## src/rtl/memory_array_ctrl.sv

```systemverilog
// DEPTH x WIDTH storage array behind a single valid/ready request port.
// Supports read, write and clear-all; a hardware sweep zeroes every row after reset or clear.
module memory_array_ctrl #(
  parameter int WIDTH = 8,
  parameter int DEPTH = 4,
  parameter int AW    = (DEPTH > 1) ? $clog2(DEPTH) : 1
) (
  input  logic             clk,
  input  logic             rst_n,
  input  logic             req_valid,
  output logic             req_ready,
  input  logic [1:0]       op,
  input  logic [AW-1:0]    addr,
  input  logic [WIDTH-1:0] wdata,
  output logic [WIDTH-1:0] rdata,
  output logic             rdata_valid,
  output logic             err
);

  typedef enum logic {ST_CLR, ST_IDLE} state_t;

  localparam logic [1:0]    OP_RD    = 2'b00;
  localparam logic [1:0]    OP_WR    = 2'b01;
  localparam logic [1:0]    OP_CLR   = 2'b10;
  // One extra bit so DEPTH == 2**AW is still representable in the range compare.
  localparam logic [AW:0]   DEPTH_X  = (AW+1)'(DEPTH);
  localparam logic [AW-1:0] LAST_ROW = AW'(DEPTH - 1);

  state_t           state_q, state_d;
  logic [AW-1:0]    clr_cnt_q, clr_cnt_d;
  logic [WIDTH-1:0] rdata_q, rdata_d;
  logic             rdata_valid_q, rdata_valid_d;
  logic             err_q, err_d;

  logic [WIDTH-1:0] mem [DEPTH];
  logic             mem_we;
  logic [AW-1:0]    mem_waddr;
  logic [WIDTH-1:0] mem_wdata;

  logic accept;
  logic addr_ok;

  assign req_ready   = (state_q == ST_IDLE);
  assign accept      = req_valid && req_ready;
  assign addr_ok     = ({1'b0, addr} < DEPTH_X);
  assign rdata       = rdata_q;
  assign rdata_valid = rdata_valid_q;
  assign err         = err_q;

  always_comb begin
    state_d       = state_q;
    clr_cnt_d     = clr_cnt_q;
    rdata_d       = rdata_q;
    rdata_valid_d = 1'b0;
    err_d         = 1'b0;
    mem_we        = 1'b0;
    mem_waddr     = addr;
    mem_wdata     = wdata;
    case (state_q)
      ST_CLR: begin
        mem_we    = 1'b1;
        mem_waddr = clr_cnt_q;
        mem_wdata = '0;
        if (clr_cnt_q == LAST_ROW) begin
          state_d = ST_IDLE;
        end else begin
          clr_cnt_d = clr_cnt_q + 1'b1;
        end
      end
      default: begin
        if (accept) begin
          case (op)
            OP_RD: begin
              if (addr_ok) begin
                rdata_d       = mem[addr];
                rdata_valid_d = 1'b1;
              end else begin
                err_d = 1'b1;
              end
            end
            OP_WR: begin
              if (addr_ok) begin
                mem_we = 1'b1;
              end else begin
                err_d = 1'b1;
              end
            end
            OP_CLR: begin
              state_d   = ST_CLR;
              clr_cnt_d = '0;
            end
            default: err_d = 1'b1;
          endcase
        end
      end
    endcase
  end

  always_ff @(posedge clk) begin
    if (!rst_n) begin
      state_q       <= ST_CLR;
      clr_cnt_q     <= '0;
      rdata_q       <= '0;
      rdata_valid_q <= 1'b0;
      err_q         <= 1'b0;
    end else begin
      state_q       <= state_d;
      clr_cnt_q     <= clr_cnt_d;
      rdata_q       <= rdata_d;
      rdata_valid_q <= rdata_valid_d;
      err_q         <= err_d;
    end
  end

  // Storage has no reset of its own; writes are suppressed while reset is held.
  always_ff @(posedge clk) begin
    if (mem_we && rst_n) begin
      mem[mem_waddr] <= mem_wdata;
    end
  end

endmodule

```

## config.mk

```make
export PLATFORM = sky130hd
export DESIGN_NAME = memory_array_ctrl
export DESIGN_NICKNAME = d
export VERILOG_FILES = /design/src/rtl/memory_array_ctrl.sv
export SDC_FILE = /design/constraint.sdc
export NUM_CORES = 1
export LEC_CHECK = 0
export ABC_AREA = 1
export CAP_MARGIN = 20
export CORE_MARGIN = 1
export CORE_UTILIZATION = 30
export CTS_CLUSTER_SIZE = 8
export DETAILED_ROUTE_END_ITERATION = 8
export SKIP_CTS_REPAIR_TIMING = 1
export SKIP_LAST_GASP = 1
export SYNTH_ARGS = -nofsm -noshare
export SYNTH_HDL_FRONTEND = slang
export SYNTH_SLANG_ARGS = --single-unit
export TNS_END_PERCENT = 20
```

## constraint.sdc

```tcl
create_clock -name clk -period 1.7 [get_ports clk]
set_input_delay 0.34 -clock clk [delete_from_list [all_inputs] [get_ports clk]]
set_output_delay 0.34 -clock clk [all_outputs]
set_load 0.01 [all_outputs]
```

=== Word-level counts from Yosys, hierarchy flattened ===
Memory sizes are Yosys's and may differ from the RTL's. A register that Yosys moved wholly into a read port is not among the register bits.
Cells that the tools add are included.

* Reduce and logical (&&, ||, !) cells: 8
* Multiplexer cells: 17
* Add/subtract/negate cells: 1
* Eq/ne operators: 6

{| class="wikitable"
|+ Operators with widths
! kind !! count
|-
| $mux W1 || 11
|-
| $mux W2 || 5
|-
| $reduce_and A3 Y1 || 3
|-
| $mux W8 || 1
|-
| $eq A2 B2 Y1 const B || 2
|-
| $ne A2 B1 Y1 const B || 2
|-
| $reduce_or A3 Y1 || 1
|-
| $add A2 B1 Y2 const B || 1
|-
| $eq A2 B1 Y1 const B || 1
|-
| $logic_and A1 B1 Y1 || 2
|-
| $logic_not A2 Y1 || 1
|-
| $ne A2 B2 Y1 const B || 1
|-
| $logic_not A1 Y1 || 1
|}

* Bits in registers: 5
* Memory bits (writable): 32
* Memories: 1
* Output and inout bits: 11

{| class="wikitable"
|+ Memories
! memory !! depth !! bits a word !! read ports !! clocked after memory_dff !! write ports !! line !! text
|-
| mem || 4 || 8 || 1 || 1 || 1 || 35 || <nowiki>logic [WIDTH-1:0] mem [DEPTH];</nowiki>
|}

=== Logic depth before layout (Yosys ltp) ===
* Depth after elaboration: 7
* Depth in mapped cells: 7
* Gate-level depth less buffers: 6

=== Worst setup path after synthesis ===
No wires, ideal clock.

* Kind: input to register
* Start: input addr[1]
* End: memory mem[1][0], enable pin
* Library setup time: 0.370 ns
* Arrival: 1.200 ns
* Path slack: 0.129 ns
* Stages: 6
* Required time: 1.330 ns
* Cells stage by stage: buf_4 > inv_4 > nand2_1 > o21ai_0 > nand2_1 > nor2_1

* Cells in the longest elaborated chain, start to end: 1

{| class="wikitable"
|+ Ends and longest elaborated chain
! item !! line !! text
|-
| start, declared || 13 || <nowiki>input logic [AW-1:0] addr,</nowiki>
|-
| $mux W2 || 59 || <nowiki>case (state_q)</nowiki>
|-
| end, declared || 35 ||
|}

No other way between the ends.

=== Worst setup path after layout ===
* Start: register state_q, in the netlist req_ready
* End: output req_ready

{| class="wikitable"
|+ RTL lines
! item !! line !! text
|-
| start, declared || 29 || <nowiki>state_t state_q, state_d;</nowiki>
|-
| start signal, assigned || 107 || <nowiki>state_q <= state_d;</nowiki>
|-
| end, declared || 11 || <nowiki>output logic req_ready,</nowiki>
|}

No word-level cell between the ends.

==> metrics.cfg <==
[floorplan]
core-area_sq_mm = 0.00606
ios = 26
row_count = 28
dieHeight_um = 82.0
dieArea_sq_mm = 0.00673
chipWidth_um = 82.0
initial_utilization_pct = 31.7

[worst_setup_path]
slowest_stage = clkdlybuf4s50_1
crit_type = reg -> out
required_ns = 1.36
cp-start-kind = register
crit_buf_inv = 1
max_stage_delay_ns = 0.55
path_cells = clkdlybuf4s50_1
cp.arrival_ns = 1.28
crit_fanout = 10
end_kind = primary output
cp_top_family = buffers and inverters

[power]
total_power_mw = 2.68
pwr_density_cell_mw_per_mm2 = 1110
vdd_ir_drop_max_uv = 352
p_leak_nw = 1.07

[clock_tree]
clkSinkCount = 45
path_clk_slew_ns = 0.09
cts_max_path_buffers = 2
numCtsBuffers = 5
clk_latency_ns = 0.30
cts_tree = built
cts_max_level = 2
cts-root-buf = clkbuf_8

[global_routing]
grt_pass1_vias = 1237
grt_max_degree = 17
antenna_found_initial = 0
grtUsageTotal_pct = 11.9
grt-ovfl-total = 0
grt_pass1_wl_um = 5640

[final_layout]
num_antenna_cells = 0
final_util_pct = 39.8
drive_gt1_share_pct = 14.1
synthToLayoutAreaGrowth_pct = 25.7
fin_area_sq_mm = 0.00241
fin_nets = 256

[yosys]
synthArstFlopShare_pct = 0
synth.top_cell.area_share_pct = 50.0
synth_area_sq_mm = 0.00192
synth_edf_count = 32
synth_cell_type_count = 21
yosysTopAreaCell = edfxtp_1
yosysSeqAreaShare_pct = 63.6
yosys_register_bits = 45
syn_avg_cell_area_sq_um = 9.65
syn_inst = 199
syn_nets = 215
synthTopCellsByArea = edfxtp_1 (50%), nand2_1 (14%), dfxtp_1 (14%)
yosys_warnings = 0
ys.flop_type = edfxtp_1

[route]
wirelength_um = 3520
dr_total_vias = 1344
drc = 0
dr.first_iter.drc_count = 76
drtPass1Iterations = 4
wire_per_inst_um = 11.1
viasPerCell = 4.25
detail-route-antenna-nets = 0

[status]
outcome = completed

[sta]
fin_crit_sh_pct = 95.1
max_freq_mhz = 619
hold_violations = 0
slew-limit-headroom_pct = 78.7
drv_slew = 0
worst_hold_slack_ns = 0.516
period_needed_ns = 1.62
rsz0062_at_grt = no
fin_setup_tns_ns = 0
tightest_slew_ns = 0.317
setup_viol_count_final = 0
skew_ns = 0.00873

[placed_design]
io_buffers = 25
dpl_cell_area_sq_mm = 0.00232
gp_congestion = 0.736
dpl.hpwl_um = 2540

[worst_hold_path]
min_path_type = reg -> reg

[flow_run]
cap_violations = 0

## final timing paths
check | start | endpoint | slack [ns] | cells past startpoint
min reg2reg | rdata[1] | rdata[1] | 0.52 | 4
max reg2reg | req_ready | mem[1][6] | 0.35 | 4
max | req_ready | req_ready | 0.08 | 1
min | rdata[1] | rdata[1] | 0.52 | 4
## cell families after synthesis
| family | after synthesis | synth area share [%] |
|---|---|---|
| buf+inv | 32 | 8.60 |
| fa+ha+maj | 1 | 0.651 |
| compound gates | 12 | 3.52 |
| flops | 45 | 63.6 |
| simple gates | 109 | 23.6 |
## placed cells by master (no fill, tap or decap), types with 5 or more instances in the layout
cell type        count
a21oi_1              9
clkdlybuf4s50_1     25
clkbuf_8             5
nand3_1             17
nand2_1             73
inv_1               22
dfxtp_1             12
edfxtp_1            32
buf_4               15
nor2_1              13
## layout make-up
type / instances / area [sq um]
Clock buffer: 5 / 68.8
Sequential cell: 45 / 1220
Fill cell: 598 / 3650
Clock inverter: 3 / 23.8
Inverter: 26 / 105
Timing Repair Buffer: 40 / 363
Multi-Input combinational cell: 122 / 534
Tap cell: 75 / 93.8
## layer usage
layer,routed length [um],vias to the layer above,share of wire [%],GRT usage (%)
li1,-,720,-,-
met1,1760,582,50,14.7
met2,1480,34,42,18.7
met3,201,8,5.7,3.89
met4,78,0,2.2,5.26
met5,0,-,0,0
## flip-flops by register name, summed over array words and instances (netlist names)
register / count
mem: 32
rdata: 8
clr_cnt_q: 2
err: 1
rdata_valid: 1
req_ready: 1
## synthesized netlist by cell type (2+ instances only)
cell	instances
nand3_1	17
nand2_1	73
edfxtp_1	32
inv_2	2
a21oi_1	9
dfxtp_1	13
nor2_1	13
inv_1	22
buf_6	4
buf_4	2
a21oi_2	2
## where the power goes
group | internal [mW] | switching (mW) | total (mW)
clock | 0.298 | 0.375 | 0.673
combinational | 0.219 | 0.329 | 0.547
sequential | 1.40 | 0.0628 | 1.46
total | 1.91 | 0.767 | 2.68
## stage by stage
| step | instances | worst slack [ns] |
|---|---|---|
| final | 316 | 0.0833 |
| after CTS | 316 | -0.166 |
| after detailed placement | 308 | -0.131 |
| after global routing | 316 | 0.0272 |
| after floorplan | 199 | 0.129 |
| after global placement | 308 | -0.105 |
No activity file was read; power rests on OpenSTA's default activity.
